### src/rtl/spi_master_ctrl.sv
// spi_master_ctrl
//   SPI initiator that sends one 11-bit frame per host command:
//   {cmd[1], cmd[1], cmd[0], wdata}, MSB first, one bit per clk cycle.
//   For read-data (cmd==2'b11) it waits TURNAROUND cycles and then shifts in
//   DATA_W response bits from MISO.
// Ports:
//   clk, rst       clock, synchronous active-high reset
//   start          host request (taken only when idle)
//   cmd, wdata     opcode and payload, latched at accept
//   abort          end the current frame early (SEND/WAIT/RECV only)
//   busy           high from accept until back in IDLE
//   done, aborted  frame-end pulse and its abort qualifier
//   rd_data        last completed read-data response
//   SS_n, MOSI     slave select (active low) and serial data out
//   MISO           serial data in
module spi_master_ctrl #(
  parameter int unsigned DATA_W     = 8,
  parameter int unsigned TURNAROUND = 2,
  parameter int unsigned IDLE_CYC   = 1
) (
  input  logic              clk,
  input  logic              rst,
  input  logic              start,
  input  logic [1:0]        cmd,
  input  logic [DATA_W-1:0] wdata,
  input  logic              abort,
  output logic              busy,
  output logic              done,
  output logic              aborted,
  output logic [DATA_W-1:0] rd_data,
  output logic              SS_n,
  output logic              MOSI,
  input  logic              MISO
);

  localparam int unsigned FRAME_W = DATA_W + 3;

  // Terminal counts for the shared 4-bit counter in each timed state.
  localparam logic [3:0] SEND_LAST = 4'(FRAME_W - 1);
  localparam logic [3:0] WAIT_LAST = 4'(TURNAROUND - 1);
  localparam logic [3:0] RECV_LAST = 4'(DATA_W - 1);
  localparam logic [3:0] GAP_LAST  = 4'(IDLE_CYC - 2);

  typedef enum logic [2:0] {
    S_IDLE,
    S_SEND,
    S_WAIT,
    S_RECV,
    S_END,
    S_GAP
  } state_e;

  state_e              state_q, state_d;
  logic [3:0]          cnt_q, cnt_d;
  logic [1:0]          cmd_q, cmd_d;
  logic [FRAME_W-1:0]  frame_q, frame_d;
  logic [DATA_W-1:0]   shreg_q, shreg_d;
  logic [DATA_W-1:0]   rd_data_q, rd_data_d;
  logic                ss_n_q, ss_n_d;
  logic                mosi_q, mosi_d;
  logic                busy_q, busy_d;
  logic                done_q, done_d;
  logic                aborted_q, aborted_d;

  logic                accept;
  logic                abort_hit;
  logic                rd_load;
  logic [3:0]          cnt_inc;

  assign cnt_inc = (cnt_q == 4'hF) ? cnt_q : cnt_q + 4'd1;

  // State register
  always_ff @(posedge clk) begin
    if (rst) begin
      state_q   <= S_IDLE;
      cnt_q     <= '0;
      cmd_q     <= '0;
      frame_q   <= '0;
      shreg_q   <= '0;
      rd_data_q <= '0;
      ss_n_q    <= 1'b1;
      mosi_q    <= 1'b0;
      busy_q    <= 1'b0;
      done_q    <= 1'b0;
      aborted_q <= 1'b0;
    end else begin
      state_q   <= state_d;
      cnt_q     <= cnt_d;
      cmd_q     <= cmd_d;
      frame_q   <= frame_d;
      shreg_q   <= shreg_d;
      rd_data_q <= rd_data_d;
      ss_n_q    <= ss_n_d;
      mosi_q    <= mosi_d;
      busy_q    <= busy_d;
      done_q    <= done_d;
      aborted_q <= aborted_d;
    end
  end

  // Next-state logic
  always_comb begin
    state_d   = state_q;
    cnt_d     = cnt_q;
    cmd_d     = cmd_q;
    frame_d   = frame_q;
    shreg_d   = shreg_q;
    accept    = 1'b0;
    abort_hit = 1'b0;
    rd_load   = 1'b0;

    case (state_q)
      S_IDLE: begin
        accept = start;
      end
      S_SEND: begin
        if (abort) begin
          state_d   = S_END;
          abort_hit = 1'b1;
        end else if (cnt_q == SEND_LAST) begin
          cnt_d = '0;
          if (cmd_q == 2'b11) begin
            state_d = (TURNAROUND == 0) ? S_RECV : S_WAIT;
          end else begin
            state_d = S_END;
          end
        end else begin
          cnt_d   = cnt_inc;
          frame_d = frame_q << 1;
        end
      end
      S_WAIT: begin
        if (abort) begin
          state_d   = S_END;
          abort_hit = 1'b1;
        end else if (cnt_q == WAIT_LAST) begin
          state_d = S_RECV;
          cnt_d   = '0;
        end else begin
          cnt_d = cnt_inc;
        end
      end
      S_RECV: begin
        if (abort) begin
          state_d   = S_END;
          abort_hit = 1'b1;
        end else begin
          shreg_d = {shreg_q[DATA_W-2:0], MISO};
          if (cnt_q == RECV_LAST) begin
            state_d = S_END;
            rd_load = 1'b1;
          end else begin
            cnt_d = cnt_inc;
          end
        end
      end
      S_END: begin
        cnt_d = '0;
        if (IDLE_CYC <= 1) begin
          state_d = S_IDLE;
          accept  = start;
        end else begin
          state_d = S_GAP;
        end
      end
      S_GAP: begin
        if (cnt_q == GAP_LAST) begin
          state_d = S_IDLE;
          cnt_d   = '0;
          accept  = start;
        end else begin
          cnt_d = cnt_inc;
        end
      end
      default: begin
        state_d = S_IDLE;
        cnt_d   = '0;
      end
    endcase

    // A start seen on the edge that would enter IDLE is taken right away,
    // so a held start leaves SS_n high for exactly IDLE_CYC cycles.
    if (accept) begin
      state_d = S_SEND;
      cnt_d   = '0;
      cmd_d   = cmd;
      frame_d = {cmd[1], cmd, wdata};
    end
  end

  // Registered outputs are computed from the upcoming state.
  always_comb begin
    ss_n_d    = !(state_d == S_SEND || state_d == S_WAIT || state_d == S_RECV);
    mosi_d    = (state_d == S_SEND) ? frame_d[FRAME_W-1] : 1'b0;
    busy_d    = (state_d != S_IDLE);
    done_d    = (state_d == S_END);
    aborted_d = abort_hit;
    rd_data_d = rd_load ? shreg_d : rd_data_q;
  end

  assign busy    = busy_q;
  assign done    = done_q;
  assign aborted = aborted_q;
  assign rd_data = rd_data_q;
  assign SS_n    = ss_n_q;
  assign MOSI    = mosi_q;

endmodule

### config.mk
export PLATFORM = sky130hd
export DESIGN_NAME = spi_master_ctrl
export DESIGN_NICKNAME = d
export VERILOG_FILES = /design/src/rtl/spi_master_ctrl.sv
export SDC_FILE = /design/constraint.sdc
export NUM_CORES = 1
export LEC_CHECK = 0
export CAP_MARGIN = 25
export CORE_MARGIN = 2
export CORE_UTILIZATION = 30
export DETAILED_ROUTE_END_ITERATION = 7
export PLACE_DENSITY = 0.47
export SLEW_MARGIN = 20
export SYNTH_ARGS = -nofsm -noshare
export SYNTH_HDL_FRONTEND = slang
export SYNTH_SLANG_ARGS = --single-unit
### constraint.sdc
create_clock -name clk -period 3.47 [get_ports clk]
set_input_delay 0.694 -clock clk [delete_from_list [all_inputs] [get_ports clk]]
set_output_delay 0.694 -clock clk [all_outputs]
set_load 0.01 [all_outputs]
# == Word level (Yosys, flattened, before mapping) ==
# Index checks and enable logic that the tools add are counted.
# totals
output_inout_bits,13
word_cells,80
ff_bits,41
# classes
n_eq_ne,20
mux,31
n_reduce_logical,13
n_addsub,1
n_bitwise,3
# op_table
operator,n
$mux 11,4
$mux 4,8
$mux 3,9
$pmux 4 s5,1
$mux 8,2
$pmux 3 s5,1
$eq 3x2->1 const B,4
$ne 2x2->1 const B,5
$eq 3x3->1 const B,3
$eq 4x4->1 const B,2
$reduce_or 2->1,4
$eq 3x1->1 const B,2
$mux 1,5
$reduce_and 5->1,1
$add 4x1->4 const B,1
$eq 4x1->1 const B,1
$eq 4x3->1 const B,1
$logic_not 3->1,1
$not 1->1,3
$reduce_and 3->1,1
$reduce_bool 3->1,1
$reduce_or 3->1,1
$eq 2x2->1 const B,1
$logic_or 1x1->1,2
other kinds (4),4

# == Longest topological paths before layout ==
# depth
ltp_word,10
ltp_mapped,7

# == Worst setup path after synthesis ==
# Ideal clock, no wire load.
# synth_path
kind,reg-to-reg
start,reg cnt_q[0]
end,reg cnt_q[0]
required_ns,3.409
setup_time_ns,0.061
n_path_buf,0
slack_ns,1.731
arrival_ns,1.678
path_stages_with_launch,7
cell_sequence,dfxtp_1 ha_1 nand3_1 ha_1 a2111oi_0 a41o_1 a32o_1
# synth_via
elab_chain_cells,5
# synth_rtl
element,line,text
from (decl),54,"logic [3:0] cnt_q, cnt_d;"
from (signal assigned),88,cnt_q <= cnt_d;
$add 4x1->4 / $eq 4x4->1 (equally long branches),"70, 167",
$mux 4,70,assign cnt_inc = (cnt_q == 4'hF) ? cnt_q : cnt_q + 4'd1;
"$mux 4, on equally long branches","149, 120, 136",
"$mux 4, on equally long branches","144, 117, 133",
$pmux 4 s5,112,case (state_q)
# Parallel ways exist; a longest one is shown, timed or not. The select of a mux whose other input is x is not followed.
# A chain may end at the register's enable or synchronous reset.

# == Final worst setup path ==
# layout_path
start,in abort
end,reg ss_n_q (netlist: SS_n)
# layout_via
elab_chain_cells,7
# layout_rtl
element,line,text
from (decl),26,"input logic abort,"
"$mux 3, on equally long branches","144, 117, 133",
$pmux 3 s5 (*),112,
$mux 3 (*),183,if (accept) begin
$eq 3x1->1 / $eq 3x2->1 (equally long branches),193,ss_n_d = !(state_d == S_SEND || state_d == S_WAIT || state_d == S_RECV);
$logic_or 1x1->1,193,
$logic_or 1x1->1 (*),193,
$logic_not 1->1 (*),193,
to (signal assigned),93,ss_n_q <= ss_n_d;
to (decl),59,"logic ss_n_q, ss_n_d;"
# Every way passes the cells marked *; elsewhere a longest branch is shown, timed or not.

==> impl_metrics.yaml <==
routing:
  drt_iter0_markers: 75
  drtPass1Iterations: 4
  via_per_inst: 5.00
  vias: 1581
  antenna_left: 0
  remaining_drc_errors: 0
  wl_per_cell_um: 13.5
  wl_um: 4260
clocking:
  cts_sinks: 40
  tritoncts: "built"
  clk_latency_ps: 290
  cts_resized: 0
  cts_buffers: 5
  htree_levels: 2
  clkTransAtPathRegs_ps: 80
  root_buffer: "clkbuf_8"
  clock_path_buffers: 2
  cts.hold.buffers_added: 0
  cts_setup_buffers: 0
placement:
  dp_hpwl_um: 2990
  port_buffers: 27
  place_ws_ps: 952
  routabilityCongestion: 0.810
  post_dp_cell_area_mm2: 0.00222
sta:
  skew_ps: 10.9
  fmax_mhz: 457
  hold_violations: 0
  setup_viol: 0
  worst_slack_ps: 1280
  worst_slew_pin_slew_ps: 625
  slew-limit-headroom: 0.583
  rsz0062_at_grt: "no"
  tns_ps: 0
  final.min_clock_period_ps: 2190
  layout_worst_path_cycle_share: 0.630
  maxSlewViolCount: 0
floorplanning:
  die-area_mm2: 0.00703
  rows: 29
  die_y_um: 83.9
  initial_core_util: 0.307
  fp.coreArea_mm2: 0.00624
  die_w_um: 83.9
  io_pins: 28
logic_synthesis:
  synth_nets: 236
  netlist_area_mm2: 0.00191
  synth_warnings: 0
  ys_seq_area_frac: 0.419
  synth.ff_latch_count: 40
  synth_cell_types: 48
  syn_inst: 217
  avgSynthCellArea_um2: 8.82
worst_setup_path:
  slowest_delay_ps: 510
  crit_slowest_cell: "clkdlybuf4s50_1"
  reg2reg_slack_ps: 1400
  critPathLaunchType: "input pin"
  cp_max_fo: 6
  path_buf_inv: 1
  end_kind: "register"
  required_ps: 3650
  crit_family: "compound AO/OA/AOI/OAI gates"
  worstPathArrival_ps: 2370
  crit_type: "in -> reg"
  crit_chain: "clkdlybuf4s50_1 -> nor3b_2 -> o21ai_0 -> o211ai_1 -> nor2_1 -> a211o_1"
outcome:
  status: "complete, no violations"
cells_and_area:
  fin_area_mm2: 0.00234
  final_nets: 257
  area.growth.synth_to_final_pct: 22.2
  drive_above_1_share: 0.0711
  diodes: 0
  final_cell_mix: "dfxtp_1, clkdlybuf4s50_1, nor2_1, nand2_1, mux2i_1"
  final_common_cell: "dfxtp_1"
min_path:
  hold_class: "reg -> reg"
global_route:
  grt_pass1_wl_um: 7420
  antenna_found_initial: 0
  grtUsageTotal: 0.130
  grt-ovfl-total: 0
  grt_max_degree: 24
  grt_pass1_vias: 1535
power:
  leakage_nw: 0.852
  peakVddDrop_mv: 0.198
  power_density_mw_per_mm2: 419
job:
  drv_cap: 0
-- per-layer routing --
metal / GRT usage / share of wire / vias up
li1: - / - / 816
met1: 0.174 / 0.50 / 727
met2: 0.197 / 0.43 / 30
met3: 0.0396 / 0.044 / 8
met4: 0.0528 / 0.021 / 0
met5: 0 / 0 / -
-- worst reg2reg max path, stage by stage, from the launching register on --
cell and delay, ps:
dfxtp_1 730, nor2b_1 330, nand3_1 110, buf_4 220, o211ai_1 180, nor2_1 110, a211o_1 280
-- worst paths after layout --
kind,startpoint,end,cells after the start
worst max-delay path,abort,SS_n,6
worst min-delay path,shreg_q[6],shreg_q[6],2
worst min register to register,shreg_q[6],shreg_q[6],2
worst max register to register,state_q[0],SS_n,6
-- registers in the layout (all words and copies together) (netlist names) --
| name | cells |
|---|---|
| rd_data | 8 |
| state_q | 3 |
| aborted | 1 |
| SS_n | 1 |
| busy | 1 |
| frame_q | 11 |
| shreg_q | 7 |
| done | 1 |
| cnt_q | 4 |
| MOSI | 1 |
| cmd_q | 2 |
-- power by group --
group / switching, W / leakage, nW / internal [W]
clock: 0.000172 / 0.0548 / 0.000217
combinational: 0.0000501 / 0.471 / 0.0000509
sequential: 0.0000143 / 0.326 / 0.000477
-- cells in the mapped netlist (all sizes together) --
cell type	count	area share
nand4	1	0.0033
or3	1	0.0033
a21boi	1	0.0039
a2111o	1	0.0059
o211ai	3	0.012
nor3	1	0.0026
dfxtp	40	0.42
a21oi	16	0.042
o311ai	1	0.0046
and3b	1	0.0046
a41o	1	0.0052
a31oi	2	0.0065
nor3b	3	0.014
a2111oi	3	0.027
a211o	1	0.0046
mux2	1	0.0059
o21ba	1	0.0052
ha	4	0.026
o21bai	1	0.0039
and2	1	0.0033
buf	9	0.027
and3	3	0.012
and2b	2	0.0078
a32o	2	0.010
mux2i	18	0.094
a32oi	1	0.0046
o22ai	1	0.0033
a22o	1	0.0046
o21ai	6	0.016
nand2	25	0.049
clkbuf	7	0.014
o21a	1	0.0039
nor2	25	0.049
a211oi	8	0.031
o2111ai	1	0.0046
nor2b	5	0.016
nand2b	3	0.0098
nand3	9	0.024
nand3b	2	0.0078
inv	4	0.0078
-- cell families (layout without fill, tap and decap cells) --
logic type               after synthesis  in the layout  share of synthesized area
buffers and inverters                 20             42                     0.0491
multiplexers                          19             19                      0.100
AND/OR/NAND/NOR                       82             82                      0.207
AO/OA/AOI/OAI                         52             52                      0.199
adder cells (fa/ha/maj)                4              4                     0.0262
flip-flops                            40             40                      0.419
-- stage by stage --
step	power, W	std cells	utilization	hold WS, ps
floorplan	0.000563	217	-	436
global placement	0.000605	308	0.356	450
detailed placement	0.000604	308	0.356	458
CTS	0.000995	316	0.375	469
global route	0.00103	316	0.375	499
finish	0.000980	316	0.375	466
-- area by class of cell --
cell class,count,area (um^2)
Clock inverter,3,46.3
Timing Repair Buffer,30,293
Multi-Input combinational cell,157,1020
Clock buffer,5,68.8
Inverter,4,15.0
Tap cell,77,96.3
Fill cell,663,3900
Sequential cell,40,801
Power figures use the tool's default switching activity.
